--- config.mk ---
export PLATFORM = sky130hd
export DESIGN_NAME = hazard_unit
export DESIGN_NICKNAME = d
export VERILOG_FILES = /design/src/rtl/hazard_unit.sv
export SDC_FILE = /design/constraint.sdc
export NUM_CORES = 1
export LEC_CHECK = 0
export CORE_MARGIN = 3
export CORE_UTILIZATION = 35
export CTS_CLUSTER_SIZE = 16
export DETAILED_ROUTE_END_ITERATION = 6
export PLACE_DENSITY_LB_ADDON = 0.15
export SLEW_MARGIN = 40
export SYNTH_ARGS = -nofsm -noshare
export SYNTH_HDL_FRONTEND = slang
export SYNTH_SLANG_ARGS = --single-unit
--- constraint.sdc ---
create_clock -name clk -period 3.7 [get_ports clk]
set_input_delay 1.11 -clock clk [delete_from_list [all_inputs] [get_ports clk]]
set_output_delay 1.11 -clock clk [all_outputs]
set_load 0.01 [all_outputs]
--- src/rtl/hazard_unit.sv ---
// hazard_unit: stall, flush and forwarding control for the five-stage core, with a shadow M/W copy.
// Define HAZARD_DMEM_TIMEOUT_EN to bound data-memory waits to TIMEOUT cycles and raise mem_err.
module hazard_unit #(
   parameter int TIMEOUT = 16
) (
   input  logic       clk,
   input  logic       rst_n,
   input  logic [4:0] rsD,
   input  logic [4:0] rtD,
   input  logic       branchD,
   input  logic       pcsrcD,
   input  logic [4:0] rsE,
   input  logic [4:0] rtE,
   input  logic [4:0] writeregE,
   input  logic       RegWriteE,
   input  logic       MemtoRegE,
   input  logic       MemWriteE,
   input  logic       mem_ready,
   output logic       stallF,
   output logic       stallD,
   output logic       flushD,
   output logic       flushE,
   output logic       stallB,
   output logic [1:0] forwardAE,
   output logic [1:0] forwardBE,
   output logic       forwardAD,
   output logic       forwardBD,
   output logic       mem_err
);
   logic [4:0] writeregM_q, writeregW_q;
   logic       RegWriteM_q, RegWriteW_q, MemtoRegM_q, memaccM_q;
   logic       lwstall, brstall, memstall, tmo;

   if (TIMEOUT < 2 || TIMEOUT > 255) begin : g_bad_timeout
      $error("hazard_unit: TIMEOUT must be in 2..255");
   end

   always_ff @(posedge clk or negedge rst_n)
      if (!rst_n) begin
         writeregM_q <= 5'd0;
         writeregW_q <= 5'd0;
         RegWriteM_q <= 1'b0;
         RegWriteW_q <= 1'b0;
         MemtoRegM_q <= 1'b0;
         memaccM_q   <= 1'b0;
      end else if (!stallB) begin
         writeregM_q <= writeregE;
         writeregW_q <= writeregM_q;
         RegWriteM_q <= RegWriteE;
         RegWriteW_q <= RegWriteM_q;
         MemtoRegM_q <= MemtoRegE;
         memaccM_q   <= MemtoRegE | MemWriteE;
      end

   // M has priority over W; register 0 is never forwarded
   assign forwardAE = (rsE != 5'd0 && rsE == writeregM_q && RegWriteM_q) ? 2'b10 :
                      (rsE != 5'd0 && rsE == writeregW_q && RegWriteW_q) ? 2'b01 : 2'b00;
   assign forwardBE = (rtE != 5'd0 && rtE == writeregM_q && RegWriteM_q) ? 2'b10 :
                      (rtE != 5'd0 && rtE == writeregW_q && RegWriteW_q) ? 2'b01 : 2'b00;
   assign forwardAD = rsD != 5'd0 && rsD == writeregM_q && RegWriteM_q;
   assign forwardBD = rtD != 5'd0 && rtD == writeregM_q && RegWriteM_q;

   assign lwstall  = MemtoRegE && (rtE == rsD || rtE == rtD);
   assign brstall  = branchD && ((RegWriteE && (writeregE == rsD || writeregE == rtD)) ||
                                 (MemtoRegM_q && (writeregM_q == rsD || writeregM_q == rtD)));
   assign memstall = memaccM_q && !mem_ready && !tmo;

   assign stallB = memstall;
   assign stallF = lwstall | brstall | memstall;
   assign stallD = stallF;
   // a memory hold freezes E too, so the bubble must not overwrite it
   assign flushE = (lwstall | brstall) & !memstall;
   assign flushD = pcsrcD & !stallD;

`ifdef HAZARD_DMEM_TIMEOUT_EN
   localparam logic [0:0] RUN  = 1'b0;
   localparam logic [0:0] WAIT = 1'b1;

   logic [0:0] state_q, state_d;
   logic [7:0] cnt_q, cnt_d;
   logic       mem_err_q;

   assign tmo = state_q == WAIT && cnt_q == 8'(TIMEOUT - 1) && !mem_ready;

   always_comb begin
      state_d = (state_q == RUN) ? (memstall ? WAIT : RUN) : ((mem_ready || tmo) ? RUN : WAIT);
      cnt_d   = (state_q == RUN) ? 8'd0 : cnt_q + 8'd1;
   end

   always_ff @(posedge clk or negedge rst_n)
      if (!rst_n) begin
         state_q   <= RUN;
         cnt_q     <= 8'd0;
         mem_err_q <= 1'b0;
      end else begin
         state_q   <= state_d;
         cnt_q     <= cnt_d;
         mem_err_q <= mem_err_q | tmo;
      end

   assign mem_err = mem_err_q;
`else
   assign tmo     = 1'b0;
   assign mem_err = 1'b0;
`endif
endmodule

[Yosys cells after proc, flatten, opt, wreduce, memory -nomap -nowiden]
Index checks and enable logic that the tools add are counted.
Storage, ports and cells
  register bits after elaboration: 14
  bits of input ports: 33
  output and inout port bits: 12
  word-level logic and storage cells: 55
Operators by class
  equality and inequality tests: 12
  muxes and demuxes: 4
  bitwise logic cells: 5
  reduce and logical (&&, ||, !) cells: 28
Operators by type and width (number)
  $eq 5x5->1: 12
  $reduce_bool 5->1: 4
  $logic_and 1x1->1: 17
  $logic_or 1x1->1: 4
  $mux 2: 2
  $logic_not 1->1: 3
  $or 1x1->1: 3
  $and 1x1->1: 2
  $mux 1: 2

[Depth between registers and ports, before layout]
  depth after elaboration: 9
  depth in mapped cells: 7

[Least setup slack after synthesis]
No wires, ideal clock.
  kind: input port to output port
  from: input port rtE[4]
  to: output port forwardBE[0]
  arrival time: 2.306 ns
  data required time: 2.590 ns
  path slack: 0.284 ns
  cell stages on the path: 5
  cell sequence: buf_2 -> or4_4 -> nor2_4 -> nor4_2 -> nor4_2
On the way
  longest elaborated chain between the ends: 5
  elaborated cells between the ends (all ways): 9
  those cells by class: eq/ne (2); mux (2); reduce/logical (5)
RTL lines
  from (decl): RTL line 13  | input logic [4:0] rtE,
  $eq 5x5->1 or $reduce_bool 5->1 (tied branches): RTL line 59, 58
  $logic_and 1x1->1 (2 in a row): RTL line 59  | (rtE != 5'd0 && rtE == writeregW_q && RegWriteW_q) ? 2'b01 : 2'b00;
  $mux 1: RTL line 59
  $mux 2 (*): RTL line 58  | assign forwardBE = (rtE != 5'd0 && rtE == writeregM_q && RegWriteM_q) ? 2'b10 :
  to (decl): RTL line 25  | output logic [1:0] forwardBE,
Every way passes the cells marked *; elsewhere a longest branch is shown, timed or not.

[Final worst setup path]
  from: input port rsD[1]
  to: output port forwardAD
On the way
  longest elaborated chain between the ends: 3
  elaborated cells between the ends (all ways): 4
  those cells by class: eq/ne (1); reduce/logical (3)
RTL lines
  from (decl): RTL line 8  | input logic [4:0] rsD,
  $eq 5x5->1 or $reduce_bool 5->1 (tied branches): RTL line 60  | assign forwardAD = rsD != 5'd0 && rsD == writeregM_q && RegWriteM_q;
  $logic_and 1x1->1 (*) (2 in a row): RTL line 60
  to (decl): RTL line 26  | output logic forwardAD,
Marked as above.

==> impl_metrics.toml <==
[worst_setup_path]
cp-start-kind = "input port"
ff2ff_setup_slack_ps = 2370
crit_required_ps = 2590
crit_path_end_kind = "output pin"
ff2ff_path_depth = 5
cp.arrival_ps = 2510
crit_fanout = 3
worst-setup-path-type = "in -> out"

[place]
dp.final_hpwl_mm = 3.00
dp_slack_ps = -654
placed_cells = 261
gp_congestion = 0.829
numPortBuffers = 43

[power_and_ir_drop]
p_sw_mw = 0.171
ir_drop_v = 0.000131
pwr-share-clk_pct = 27.2
power.leakage_nw = 0.877
pwr-share-comb_pct = 35.7
switching_share_pct = 31.9
internal-power_mw = 0.366
p_per_area_nw_per_um2 = 278
p_seq_share_pct = 37.1

[clocking]
h-tree-depth = 1
clk_path_buf_depth = 2
cts_tree = "built"
hold_buffers = 0
clock_latency_ps = 240
clock-root-buffer = "clkbuf_8"
cts.sinks = 14
cts_buffers = 3
path_clk_slew_ps = 60
post_cts_buffers = 0

[timing]
timing.fmax_mhz = 276
finClkSkew_ps = 1.78
setup_viol = 0
postLayoutSetupSlackWorst_ps = 77.2
finalCriticalPeriod_ps = 3620
drv_slew = 0
worst_slew_pin_slew_ps = 634
maxSlewHeadroom_pct = 57.6
fin_crit_sh_pct = 97.9
final_hold_viol_count = 0
fin_tns_setup_ps = 0

[min_path]
hold_path_depth = 2
hp-class = "reg -> reg"

[layout]
nNetsFinal = 252
area_growth_pct = 48.3
final_cells = 264
utilization_pct = 55.7
fill_cells = 362
num_antenna_cells = 0
drive_above_1_share_pct = 28.9

[route]
firstDrtPassIters = 4
vias_per_cell = 4.76
via_count = 1256
drc = 0
wl_per_cell_um = 14.2
finalWirelength_mm = 3.74
antenna_left = 0
drt-initial-drc-count = 28

[die]
ios = 45
start_util_pct = 37.6
placementRows = 21
die_h_um = 67.0
die_x_um = 67.0
design.die.area_sq_um = 4490
core_sq_um = 3470

[global_route]
grt_usage_pct = 18.4
first_global_vias = 1319
grt_max_degree = 15
grt_pass1_wl_mm = 6.26
overflow = 0
antenna_found_initial = 0

[yosys]
yosys_warnings = 0
syn_nets = 193
ys_seq_elements = 14
seq_area_frac_synth_pct = 26.9
syn_inst = 160
synth_area_sq_um = 1300
synth_cell_types = 27
postSynthAreaPerCell_sq_um = 8.14

[job]
cap_violations = 0

[outcome]
status = "completed"
metal layers:
layer  vias up  part of all wire [%]  track usage (%)
li1        635                     -                -
met1       574                    42             22.7
met2        39                    51             32.0
met3         8                   4.7             3.04
met4         0                   2.4             6.08
met5         -                     0                0
metrics by stage:
step,total power [mW],hold slack (ps),instance area (sq um)
after floorplan,0.304,439,1300
after global placement,0.392,473,1890
after detailed placement,0.397,467,1890
after CTS,0.538,480,1930
after global routing,0.571,507,1930
final,0.537,479,1930
cell type report:
cell class,instances,area [sq um],area share (%)
Clock buffer,4,55.1,2.85
Inverter,1,3.75,0.194
Multi-Input combinational cell,130,901,46.6
Sequential cell,14,350,18.1
Tap cell,46,57.6,2.98
Timing Repair Buffer,69,564,29.2
cell families (layout without fill, tap and decap cells):
kind of cell / after synthesis / after routing / share of synthesized area [%]
simple gates: 75 / 75 / 29.1
compound gates: 4 / 4 / 1.73
flops: 14 / 14 / 26.9
xor+xnor: 50 / 50 / 33.6
buf+inv: 16 / 74 / 8.36
other cells: 1 / 1 / 0.288
placed cells by master (no fill, tap or decap), types with 2 or more instances in the layout:
cell / count
nand2_1: 42
nor2_4: 2
nor4_2: 6
clkbuf_2: 5
or4_1: 2
nand4_1: 6
clkdlybuf4s50_1: 10
xnor2_1: 24
buf_2: 7
nor2_1: 2
clkdlybuf4s15_2: 8
or4_4: 2
buf_4: 26
xor2_1: 26
nand3_1: 5
dfrtp_1: 14
dlygate4sd2_1: 11
nor3_1: 2
clkbuf_8: 4
registers in the layout, summed over array words and instances, names as in the netlist:
| name | flops |
|---|---|
| writeregM_q | 5 |
| writeregW_q | 5 |
| MemtoRegM_q | 1 |
| RegWriteM_q | 1 |
| RegWriteW_q | 1 |
| memaccM_q | 1 |
worst paths after layout:
check                       startpoint             end
min reg2reg                MemtoRegM_q     MemtoRegM_q
min in group asynchronous        rst_n  writeregW_q[1]
max in group asynchronous        rst_n  writeregM_q[0]
min                        MemtoRegM_q     MemtoRegM_q
max                             rsD[1]       forwardAD
max reg2reg                  memaccM_q       memaccM_q
cell usage after synthesis, drive strengths merged:
| cell | instances | share of area [%] |
|---|---|---|
| dfrtp | 14 | 27 |
| nor2 | 4 | 1.7 |
| a21o | 1 | 0.58 |
| or3 | 1 | 0.48 |
| o21ai | 2 | 0.77 |
| and4 | 2 | 1.3 |
| xor2 | 26 | 17 |
| nor4 | 8 | 4.8 |
| nand2 | 42 | 12 |
| xnor2 | 24 | 16 |
| a21oi | 1 | 0.38 |
| conb | 1 | 0.29 |
| nand4 | 6 | 2.9 |
| buf | 12 | 6.4 |
| inv | 1 | 0.29 |
| nand3 | 5 | 1.9 |
| nor3 | 2 | 0.77 |
| clkbuf | 3 | 1.6 |
| or4 | 4 | 2.6 |
| nand2b | 1 | 0.48 |
timing repair:
action | 4_1_cts | 5_1_grt
pin swaps | 19 | 11
resized for setup | 77 | 18
setup endpoints to repair | 10 | 9
critical path: stages:
cell	delay, ps
dlygate4sd2_1	270
buf_4	160
or4_1	500
o21ai_1	140
nor2_1	60
dlygate4sd2_1	280
power groups by stage:
stage	logic (mW)	registers (mW)	clock network, mW
final	0.192	0.199	0.146
after global routing	0.212	0.202	0.157
after floorplan	0.121	0.183	0
after detailed placement	0.195	0.202	0
after CTS	0.189	0.199	0.150
after global placement	0.191	0.201	0
(Power assumes the default switching activity.)
